File: src/rtl/pipe_pkg.sv
// Shared definitions for elastic pipeline stages: occupancy states, counter
// width and the standard control/data widths of each pipeline boundary.
package pipe_pkg;

  typedef enum logic [1:0] {
    ST_EMPTY = 2'd0,
    ST_HALF  = 2'd1,
    ST_FULL  = 2'd2
  } pipe_state_e;

  localparam int STALL_CNT_W = 16;

  // Boundary widths: control = WB/M/EX bits, data = carried payload.
  localparam int IFID_CTRL_W  = 1;
  localparam int IFID_DATA_W  = 64;
  localparam int IDEX_CTRL_W  = 9;
  localparam int IDEX_DATA_W  = 111;
  localparam int EXMEM_CTRL_W = 5;
  localparam int EXMEM_DATA_W = 69;
  localparam int MEMWB_CTRL_W = 2;
  localparam int MEMWB_DATA_W = 69;

endpackage

File: src/rtl/pipe_sat_counter.sv
// Saturating up-counter with synchronous clear; holds at all-ones.
module pipe_sat_counter #(
  parameter int W = 16
) (
  input  logic         clk,
  input  logic         reset,
  input  logic         inc,
  input  logic         clear,
  output logic [W-1:0] count
);

  always_ff @(posedge clk or posedge reset) begin
    if (reset) begin
      count <= '0;
    end else if (clear) begin
      count <= '0;
    end else if (inc && (count != {W{1'b1}})) begin
      count <= count + W'(1);
    end
  end

endmodule

File: src/rtl/pipe_stage_elastic.sv
// Elastic pipeline register with a two-entry skid buffer, flush and bubble
// masking of control bits. Define PIPE_STALL_CNT_EN to build the stall counter.
//
// Handshake: a beat moves on a rising edge where valid and ready are both 1.
// valid never depends combinationally on ready; in_ready and out_valid are
// flop outputs, so no path exists from out_ready to in_ready.
module pipe_stage_elastic
  import pipe_pkg::*;
#(
  parameter int                CTRL_W   = 5,
  parameter int                DATA_W   = 69,
  parameter logic [CTRL_W-1:0] CTRL_RST = '0
) (
  input  logic                   clk,
  input  logic                   reset,
  input  logic                   in_valid,
  output logic                   in_ready,
  input  logic [CTRL_W-1:0]      in_ctrl,
  input  logic [DATA_W-1:0]      in_data,
  input  logic                   flush,
  output logic                   out_valid,
  input  logic                   out_ready,
  output logic [CTRL_W-1:0]      out_ctrl,
  output logic [DATA_W-1:0]      out_data,
  output logic [STALL_CNT_W-1:0] stall_cnt,
  output pipe_state_e            dbg_state
);

  pipe_state_e       state_q;
  logic              in_ready_q;
  logic              out_valid_q;
  logic [CTRL_W-1:0] main_ctrl_q;
  logic [DATA_W-1:0] main_data_q;
  logic [CTRL_W-1:0] skid_ctrl_q;
  logic [DATA_W-1:0] skid_data_q;
  logic              accept;
  logic              drain;

  assign accept = in_valid & in_ready_q;
  assign drain  = out_valid_q & out_ready;

  // in_ready/out_valid are kept as their own flops rather than decoded from state.
  always_ff @(posedge clk or posedge reset) begin
    if (reset) begin
      state_q     <= ST_EMPTY;
      in_ready_q  <= 1'b1;
      out_valid_q <= 1'b0;
      main_ctrl_q <= CTRL_RST;
      main_data_q <= '0;
      skid_ctrl_q <= CTRL_RST;
      skid_data_q <= '0;
    end else if (flush) begin
      state_q     <= ST_EMPTY;
      in_ready_q  <= 1'b1;
      out_valid_q <= 1'b0;
    end else begin
      case (state_q)
        ST_EMPTY: begin
          if (accept) begin
            main_ctrl_q <= in_ctrl;
            main_data_q <= in_data;
            out_valid_q <= 1'b1;
            state_q     <= ST_HALF;
          end
        end
        ST_HALF: begin
          if (accept && drain) begin
            main_ctrl_q <= in_ctrl;
            main_data_q <= in_data;
          end else if (accept) begin
            skid_ctrl_q <= in_ctrl;
            skid_data_q <= in_data;
            in_ready_q  <= 1'b0;
            state_q     <= ST_FULL;
          end else if (drain) begin
            out_valid_q <= 1'b0;
            state_q     <= ST_EMPTY;
          end
        end
        ST_FULL: begin
          if (drain) begin
            main_ctrl_q <= skid_ctrl_q;
            main_data_q <= skid_data_q;
            in_ready_q  <= 1'b1;
            state_q     <= ST_HALF;
          end
        end
        default: begin
          state_q     <= ST_EMPTY;
          in_ready_q  <= 1'b1;
          out_valid_q <= 1'b0;
        end
      endcase
    end
  end

  assign in_ready  = in_ready_q;
  assign out_valid = out_valid_q;
  assign out_ctrl  = out_valid_q ? main_ctrl_q : CTRL_RST;
  assign out_data  = main_data_q;
  assign dbg_state = state_q;

`ifdef PIPE_STALL_CNT_EN
  pipe_sat_counter #(
    .W(STALL_CNT_W)
  ) u_stall_cnt (
    .clk   (clk),
    .reset (reset),
    .inc   (out_valid_q & ~out_ready),
    .clear (1'b0),
    .count (stall_cnt)
  );
`else
  assign stall_cnt = '0;
`endif

endmodule

File: config.mk
export PLATFORM = sky130hd
export DESIGN_NAME = pipe_stage_elastic
export DESIGN_NICKNAME = d
export VERILOG_FILES = /design/src/rtl/pipe_pkg.sv /design/src/rtl/pipe_sat_counter.sv /design/src/rtl/pipe_stage_elastic.sv
export SDC_FILE = /design/constraint.sdc
export NUM_CORES = 1
export LEC_CHECK = 0
export BUFFER_PORTS_ARGS = -buffer_cell sky130_fd_sc_hd__buf_2
export CORE_MARGIN = 1.5
export CORE_UTILIZATION = 35
export CTS_CLUSTER_DIAMETER = 30
export CTS_CLUSTER_SIZE = 30
export DETAILED_ROUTE_END_ITERATION = 7
export SYNTH_ARGS = -nofsm -noshare
export SYNTH_HDL_FRONTEND = slang
export SYNTH_SLANG_ARGS = --single-unit
File: constraint.sdc
create_clock -name clk -period 6.2 [get_ports clk]
set_clock_uncertainty 0.15 [all_clocks]
set_input_delay 1.24 -clock clk [delete_from_list [all_inputs] [get_ports clk]]
set_output_delay 1.24 -clock clk [all_outputs]
set_load 0.02 [all_outputs]
==> run_results.csv, run 1 <==
group,metric,value,unit
pwr,combPwrFrac,36.8,%
cts,cts_resized,0,
finish,layout-drive-gt1-share,36.7,%
worst_setup_path,crit_chain,"buf_4 -> buf_2",
route,drc,0,
finish,num-fill-cells,2047,
grt,antenna_found_initial,0,
worst_setup_path,reg2regPathDepth,5,
placement,gp_congestion,0.704,
placement,port_buffers,156,
cts,cts_buffers,17,
worst_setup_path,cp_top_family,"buffers and inverters",
grt,grt_pass1_wl,32200,um
finish,stdcell_count,1048,
worst_setup_path,startpoint_type,"flip-flop",
pwr,power.share.clock,23.3,%
worst_setup_path,crit_cells,2,
logic_synthesis,ys_seq_area_share,49.3,%
route,drtPass1Iterations,4,
finish,nets,834,
finish,num_antenna_cells,0,
worst_setup_path,rr_startpoint,"dbg_state[0]",
route,vias_per_cell,5.41,
cts,ctsHoldBuffers,0,
placement,dpl.cell_count,1016,
cts,worstSkewPairLatency,0.41,ns
floorplanning,dieArea,23000,um2
worst_setup_path,end_kind,"output port",
route,num_vias,5665,
pwr,p_int,2.84,mW
logic_synthesis,synthTopCellsByCount,"dfrtp_1, and3b_1, a21oi_1, a211oi_1, a22oi_1",
pwr,irDropWorstVdd,0.188,mV
worst_setup_path,critPathKind,"reg -> out",
timing,rsz0062_at_grt,"no",
logic_synthesis,yosys.area.top_type,"dfrtp_1",
route,drtAntennaViolNets,0,
pwr,p_per_area,485,nW/um2
finish,area_growth,17.9,%
cts,cts_num_sinks,152,
timing,setup_viol,0,
logic_synthesis,synthArstFlopShare,100,%
pwr,swShare,35.6,%
timing,finalCritPeriodShare,53.5,%
timing,max_freq,301,MHz
logic_synthesis,synth_top_flop_cell,"dfrtp_1",
job,drv_cap,0,
outcome,status,"finished clean",
timing,min_period,3.32,ns
timing,drv_slew,0,
worst_setup_path,cp_num_buf_inv,2,
cts,clk_pin_slew_worst_paths,0.06,ns
logic_synthesis,syn_avg_cell_area,11.9,um2
logic_synthesis,ys_ff_latch,152,
finish,regArea,3810,um2
floorplanning,initial_utilization,35.5,%
worst_setup_path,cp.arrival,1.93,ns
cts,cts_tree,"done",
grt,grtUsageTotal,18.3,%
floorplanning,die_h,152,um
timing,finalSetupTns,0,ns
grt,grt_pass1_vias,5673,
worst_setup_path,cp-startpoint,"dbg_state[0]",
logic_synthesis,synth_warnings,0,
route,drt-wirelength-per-cell,19.6,um
floorplanning,core_area,21800,um2
worst_setup_path,required,4.81,ns
pwr,p_leak,4.37,nW
worst_setup_path,rrSetupSlack,2.91,ns
timing,finalHoldViolCount,0,
floorplanning,io_pins,173,
floorplanning,num_rows,54,
logic_synthesis,yosysMostFrequentCell,"dfrtp_1",
logic_synthesis,netlist_area,7720,um2
cts,cts_root_buf,"clkbuf_16",
logic_synthesis,synth_area_leaders,"dfrtp_1, mux2_4, and3b_1",
placement,hpwl,11400,um
cts,cts_buffer_depth,2,
logic_synthesis,syn_inst,648,
logic_synthesis,yosysTopAreaCellShare,48.9,%
route,wirelength,20600,um
floorplanning,die_w,152,um
cts,h-tree-depth,4,
worst_setup_path,crit_slowest_cell,"dfrtp_2",
pwr,pwr-share-seq,40.0,%
worst_setup_path,slowest_delay,0.65,ns
timing,worst_pin_slew,1.00,ns
worst_setup_path,r2r_end,"out_data[8]",
logic_synthesis,synth_edf_count,0,
worst_hold_path,whs_path_depth,1,
worst_setup_path,critPathCapture,"dbg_state[0]",
timing,maxSlewHeadroom,33.2,%
logic_synthesis,synth.distinct_cells,31,
grt,overflow,0,
cts,postCtsSetupRepairBufs,0,
grt,grt_max_degree,78,
worst_hold_path,hold_path.class,"reg -> reg",
route,initialDrtViolationCount,320,
worst_setup_path,cp_max_fo,56,
pwr,switchingPower,1.57,mW
finish,multiInputGateArea,3480,um2
-- through the flow --
stage	instance area (um2)	utilization [%]	setup WS (ns)	total power, mW	hold WS, ns
floorplan	7780	-	0.719	2.91	0.321
global placement	8520	39.2	2.80	3.38	0.328
detailed placement	8520	39.2	2.79	3.41	0.335
CTS	9100	41.9	2.84	4.45	0.352
global route	9100	41.9	2.70	4.69	0.360
finish	9100	41.9	2.88	4.41	0.348
-- sequential cells by signal, summed over array words and instances, names as in the netlist --
| name | count |
|---|---|
| in_ready | 1 |
| main_ctrl_q | 5 |
| skid_data_q | 69 |
| out_data | 69 |
| skid_ctrl_q | 5 |
| dbg_state | 2 |
| out_valid | 1 |
-- per-layer routing --
metal	global-route usage [%]	vias up	part of all wire (%)
met5	0	-	0
met1	26.1	2869	48
li1	-	2632	-
met4	4.66	0	0.87
met2	27.6	153	46
met3	4.52	11	5.1
-- power by group through the flow --
| stage | Clock [mW] | Combinational (mW) | Sequential (mW) |
|---|---|---|---|
| after floorplan | 0 | 0.929 | 1.98 |
| after global placement | 0 | 1.62 | 1.76 |
| after detailed placement | 0 | 1.64 | 1.77 |
| after CTS | 1.05 | 1.64 | 1.76 |
| after global routing | 1.09 | 1.77 | 1.82 |
| final | 1.03 | 1.62 | 1.76 |
-- layout by cell type, fill, tap and decap left out, types with 2 or more instances in the layout --
cell / Yosys / routed
buf_2: 27 / 156
dfrtp_1: 151 / 149
a21oi_1: 76 / 76
and3b_1: 77 / 75
a211oi_1: 74 / 74
a22oi_1: 74 / 74
mux2_4: 60 / 60
clkbuf_16: 0 / 17
conb_1: 1 / 16
mux2_2: 15 / 15
buf_4: 18 / 9
and2_1: 5 / 5
clkbuf_8: 0 / 5
inv_6: 0 / 4
nand2_1: 3 / 3
and3b_2: 0 / 2
a21o_1: 3 / 2
clkinvlp_4: 0 / 2
clkbuf_1: 40 / 2
dfrtp_2: 0 / 2
-- final cells by class --
class	instances	area share (%)
Sequential cell	152	41.8
Inverter	2	0.137
Clock inverter	8	0.934
Clock buffer	24	5.51
Timing Repair Buffer	166	9.54
Multi-Input combinational cell	416	38.2
Tap cell	280	3.85
-- kinds of logic (layout without fill, tap and decap cells) --
kind of cell,Yosys count,in the layout,share of synthesized area (%)
AND/OR/NAND/NOR,92,92,9.98
AO/OA/AOI/OAI,233,233,20.2
buffers and inverters,95,200,6.63
other,1,16,0.0486
multiplexers,75,75,13.9
flip-flops,152,152,49.3
-- worst min-delay path by stage --
stage | from | endpoint
after floorplan | skid_data_q[29] | skid_data_q[29]
after CTS | skid_data_q[23] | skid_data_q[23]
after detailed placement | skid_data_q[65] | skid_data_q[65]
after global routing | skid_data_q[45] | skid_data_q[45]
final | skid_data_q[30] | skid_data_q[30]
after global placement | skid_data_q[19] | skid_data_q[19]
(Power assumes the default switching activity.)
==> run 2: changes to the inputs <==
clock period = 2.8 ns   (was 6.2 ns; I/O delays follow)
==> run 2 against run 1 <==
  * The run now ends with hold timing left
  * Clock-buffer cell count shrank 5
  * Largest power group unchanged
  * Non-clock buffer count grew 8
  * Clock power grew 140%
  * First-iteration DRC count shrank 1.3%
  * Hold slack lost 0.35 ns
==> run_results.csv, run 2 (synthesized netlist as in run 1, its figures left out) <==
group,metric,value,unit
outcome,violations,"hold timing",
grt,grt_max_degree,81,
pwr,irDropWorstVdd,0.396,mV
route,drtPass1Iterations,6,
timing,hold_ws,-0.00144,ns
finish,area_growth,19.9,%
floorplanning,io_pins,173,
route,vias_per_cell,5.46,
cts,cts_num_sinks,152,
worst_setup_path,slowest_delay,0.66,ns
timing,drv_slew,0,
placement,gp_congestion,0.700,
worst_setup_path,crit_slowest_cell,"buf_4",
cts,postCtsSetupRepairBufs,0,
finish,nets,842,
worst_setup_path,crit_chain,"buf_4 -> buf_2",
grt,grt_pass1_vias,5850,
floorplanning,core_area,21800,um2
finish,layout-drive-gt1-share,37.4,%
timing,min_period,2.48,ns
route,drt-wirelength-per-cell,19.5,um
job,drv_cap,0,
placement,port_buffers,156,
placement,hpwl,11400,um
timing,max_freq,404,MHz
timing,finalCritPeriodShare,88.5,%
finish,final_common_cell,"buf_2",
cts,ctsHoldBuffers,0,
cts,clk_pin_slew_worst_paths,0.07,ns
worst_setup_path,critPathKind,"reg -> out",
floorplanning,die_h,152,um
timing,fin_ws,0.322,ns
floorplanning,dieArea,23000,um2
placement,dpl_worst_slack,0.496,ns
cts,cts_resized,0,
worst_setup_path,required,2.09,ns
worst_setup_path,cp_num_buf_inv,2,
cts,cts_root_buf,"clkbuf_16",
cts,cts_tree,"done",
cts,worstSkewPairLatency,0.42,ns
cts,h-tree-depth,4,
cts,cts_buffer_depth,2,
grt,grt_pass1_wl,32600,um
floorplanning,initial_utilization,35.5,%
timing,finalSetupTns,0,ns
timing,setup_viol,0,
worst_setup_path,cp_max_fo,80,
worst_setup_path,cp_top_family,"buffers and inverters",
grt,overflow,0,
timing,worst_pin_slew,0.920,ns
worst_hold_path,hold_path.class,"in -> async",
pwr,power,10.0,mW
outcome,status,"complete, but fails checks",
floorplanning,num_rows,54,
worst_setup_path,cp.arrival,1.77,ns
pwr,p_per_area,1080,nW/um2
timing,finalHoldViolCount,1,
cts,cts_buffers,17,
route,drtAntennaViolNets,0,
route,wirelength,20600,um
finish,layout_common_cells,"buf_2, dfrtp_1, a21oi_1, and3b_1",
grt,grtUsageTotal,18.4,%
timing,maxSlewHeadroom,38.7,%
floorplanning,die_w,152,um
timing,rsz0062_at_grt,"no",
route,initialDrtViolationCount,316,
pwr,p_leak,4.44,nW
route,drc,0,
worst_setup_path,end_kind,"output port",
route,num_vias,5768,
worst_setup_path,startpoint_type,"flip-flop",
grt,antenna_found_initial,1,
[run 2: changes by cell type in the layout (fill, tap and decap cells not counted), moves of 2 or more]
cell	previous run	this run
buf_12	1	6
clkbuf_8	5	1
inv_6	4	0
buf_4	9	12
bufinv_16	1	4
clkinv_2	1	3
clkinv_4	1	3
[run 2: cell type report]
class                           instances  area, um2
Clock inverter                         12        176
Multi-Input combinational cell        416       3480
Fill cell                            2107      12500
Tap cell                              280        350
Antenna cell                            1       2.50
Inverter                                2       11.3
Clock buffer                           19        443
Timing Repair Buffer                  174        991
Sequential cell                       152       3810
[run 2: path summary, 6_finish.rpt]
| kind | start | endpoint | slack, ns | cells after the start |
|---|---|---|---|---|
| setup / recovery | dbg_state[1] | dbg_state[1] | 0.32 | 2 |
| hold / removal | reset | out_data[61] | -0.001 | 2 |
| setup reg to reg | in_ready | out_data[63] | 0.60 | 4 |
| hold reg to reg | skid_data_q[29] | skid_data_q[29] | 0.35 | 1 |
| max in group asynchronous | reset | out_data[28] | 1.72 | 3 |
| min in group clk | in_data[5] | skid_data_q[5] | 0.23 | 2 |
[run 2: report_power, final]
group	internal [mW]	switching [mW]
registers	3.28	0.581
logic	1.71	1.97
clock network	1.51	0.960
total	6.50	3.51
[run 2: per-layer routing]
layer,up-vias,share of wire [%],GRT usage (%)
met1,2939,45,24.1
met4,0,2.3,7.21
met5,-,0,0
li1,2642,-,-
met3,34,4.8,3.95
met2,153,48,29.9
[run 2: stage by stage]
step | instances | hold slack (ns) | util, % | instance area, um2
2_1_floorplan | 663 | 0.321 | - | 7780
3_3_place_gp | 1024 | 0.330 | 39.7 | 8640
3_5_place_dp | 1024 | 0.335 | 39.7 | 8640
4_1_cts | 1055 | 0.00279 | 42.6 | 9260
5_1_grt | 1056 | 0.0128 | 42.6 | 9260
6_report | 1056 | -0.00144 | 42.6 | 9260
==> run 3: changes to the inputs <==
CTS_BUF_LIST = sky130_fd_sc_hd__clkbuf_4 sky130_fd_sc_hd__clkbuf_8   (was unset)
==> run 3 against run 2 <==
  * The flow now finishes without violations
  * Flip-flop and latch count is the same
  * Worst setup slack lost 0.019 ns
  * Register-to-register slack worse by 0.02 ns
  * Fmax fell by 0.77%
  * Hold slack gained 0.21 ns
  * Global-route usage fell by 0.13 points
  * Largest power group unchanged
  * Wire length fell by 0.24%
==> run_results.csv, run 3 (synthesized netlist as in run 1, its figures left out) <==
group,metric,value,unit
outcome,status,"finished clean",
timing,worst_pin_slew,0.923,ns
cts,cts_root_buf,"clkbuf_8",
floorplanning,dieArea,23000,um2
worst_setup_path,crit_chain,"buf_4 -> buf_2",
pwr,p_int,5.98,mW
pwr,power.share.clock,20.0,%
route,drt-wirelength-per-cell,19.5,um
worst_setup_path,rrSetupSlack,0.58,ns
finish,fin_area,9080,um2
pwr,pwr-share-seq,40.9,%
cts,ctsHoldBuffers,1,
timing,max_freq,400,MHz
pwr,power,9.41,mW
grt,grtUsageTotal,18.3,%
timing,hold_ws,0.204,ns
timing,drv_slew,0,
finish,layout-drive-gt1-share,37.5,%
finish,num-fill-cells,2114,
finish,layout_common_cells,"buf_2, dfrtp_1, a21oi_1, and3b_1",
pwr,p_leak,4.36,nW
placement,gp_congestion,0.700,
route,vias_per_cell,5.43,
pwr,p_per_area,1040,nW/um2
worst_setup_path,cp_max_fo,80,
pwr,swShare,36.4,%
job,drv_cap,0,
floorplanning,die_w,152,um
grt,grt_max_degree,81,
pwr,switchingPower,3.43,mW
worst_setup_path,crit_slowest_cell,"buf_4",
grt,grt_pass1_wl,32400,um
pwr,irDropWorstVdd,0.382,mV
floorplanning,io_pins,173,
timing,finalSetupTns,0,ns
cts,postCtsSetupRepairBufs,0,
floorplanning,die_h,152,um
cts,cts_num_sinks,152,
floorplanning,core_area,21800,um2
route,num_vias,5739,
grt,overflow,0,
cts,cts_buffers,17,
worst_hold_path,hold_path.class,"in -> reg",
timing,setup_viol,0,
timing,maxSlewHeadroom,38.4,%
timing,min_period,2.50,ns
worst_setup_path,slowest_delay,0.66,ns
cts,cts_buffer_depth,2,
route,drc,0,
cts,worstSkewPairLatency,0.44,ns
worst_setup_path,cp.arrival,1.79,ns
cts,h-tree-depth,4,
finish,area_growth,17.6,%
timing,finalHoldViolCount,0,
worst_setup_path,startpoint_type,"flip-flop",
worst_setup_path,critPathKind,"reg -> out",
worst_setup_path,end_kind,"output port",
floorplanning,initial_utilization,35.5,%
placement,port_buffers,156,
placement,hpwl,11400,um
route,drtAntennaViolNets,0,
cts,cts_resized,0,
route,drtPass1Iterations,4,
floorplanning,num_rows,54,
placement,dpl_cell_area,8640,um2
finish,final_common_cell,"buf_2",
worst_setup_path,required,2.09,ns
route,wirelength,20600,um
cts,cts_tree,"done",
pwr,combPwrFrac,39.1,%
grt,antenna_found_initial,1,
route,initialDrtViolationCount,295,
timing,finalCritPeriodShare,89.2,%
grt,grt_pass1_vias,5798,
finish,nets,843,
cts,clk_pin_slew_worst_paths,0.09,ns
timing,rsz0062_at_grt,"no",
## run 3: metrics by stage
| step | util [%] | setup WS, ns | instances |
|---|---|---|---|
| floorplan | - | 0.174 | 663 |
| global placement | 39.7 | 0.506 | 1024 |
| detailed placement | 39.7 | 0.496 | 1024 |
| CTS | 41.7 | 0.247 | 1056 |
| global route | 41.8 | 0.180 | 1057 |
| finish | 41.8 | 0.303 | 1057 |
## run 3: worst paths after layout
check	from	end	depth (start not counted)
min reg2reg	skid_data_q[27]	skid_data_q[27]	1
max in group asynchronous	reset	out_data[28]	4
min	in_data[52]	skid_data_q[52]	2
max	dbg_state[1]	dbg_state[1]	2
min in group asynchronous	reset	out_data[61]	3
max reg2reg	in_ready	out_data[63]	4
## run 3: power by group through the flow
stage / sequential (mW) / combinational, mW / clock (mW)
floorplan: 4.39 / 2.06 / 0
global placement: 3.85 / 3.66 / 0
detailed placement: 3.86 / 3.73 / 0
CTS: 3.85 / 3.73 / 1.94
global route: 3.99 / 4.02 / 2.02
finish: 3.85 / 3.68 / 1.88
## run 3: layout make-up
cell class,count,area [um2],area share [%]
repair buffers,175,1000,11.0
diodes,1,2.50,0.0275
multi-input cells,416,3480,38.3
well taps,280,350,3.86
clock inverters,12,176,1.94
flip-flops and latches,152,3810,41.9
clock buffers,19,255,2.81
inverters,2,11.3,0.124
## run 3: metal layers
layer | global-route usage [%] | wire length [um] | vias up | part of all wire, %
met3 | 4.04 | 894 | 24 | 4.3
met5 | 0 | 0 | - | 0
met1 | 24.0 | 9380 | 2943 | 46
met4 | 6.30 | 408 | 0 | 2.0
li1 | - | - | 2642 | -
met2 | 29.8 | 9910 | 130 | 48
## run 3: worst max-delay path: cells and delay by family (launching register included)
kind	cells	cell delay, ns
buffers and inverters	2	0.96
DFF	1	0.39
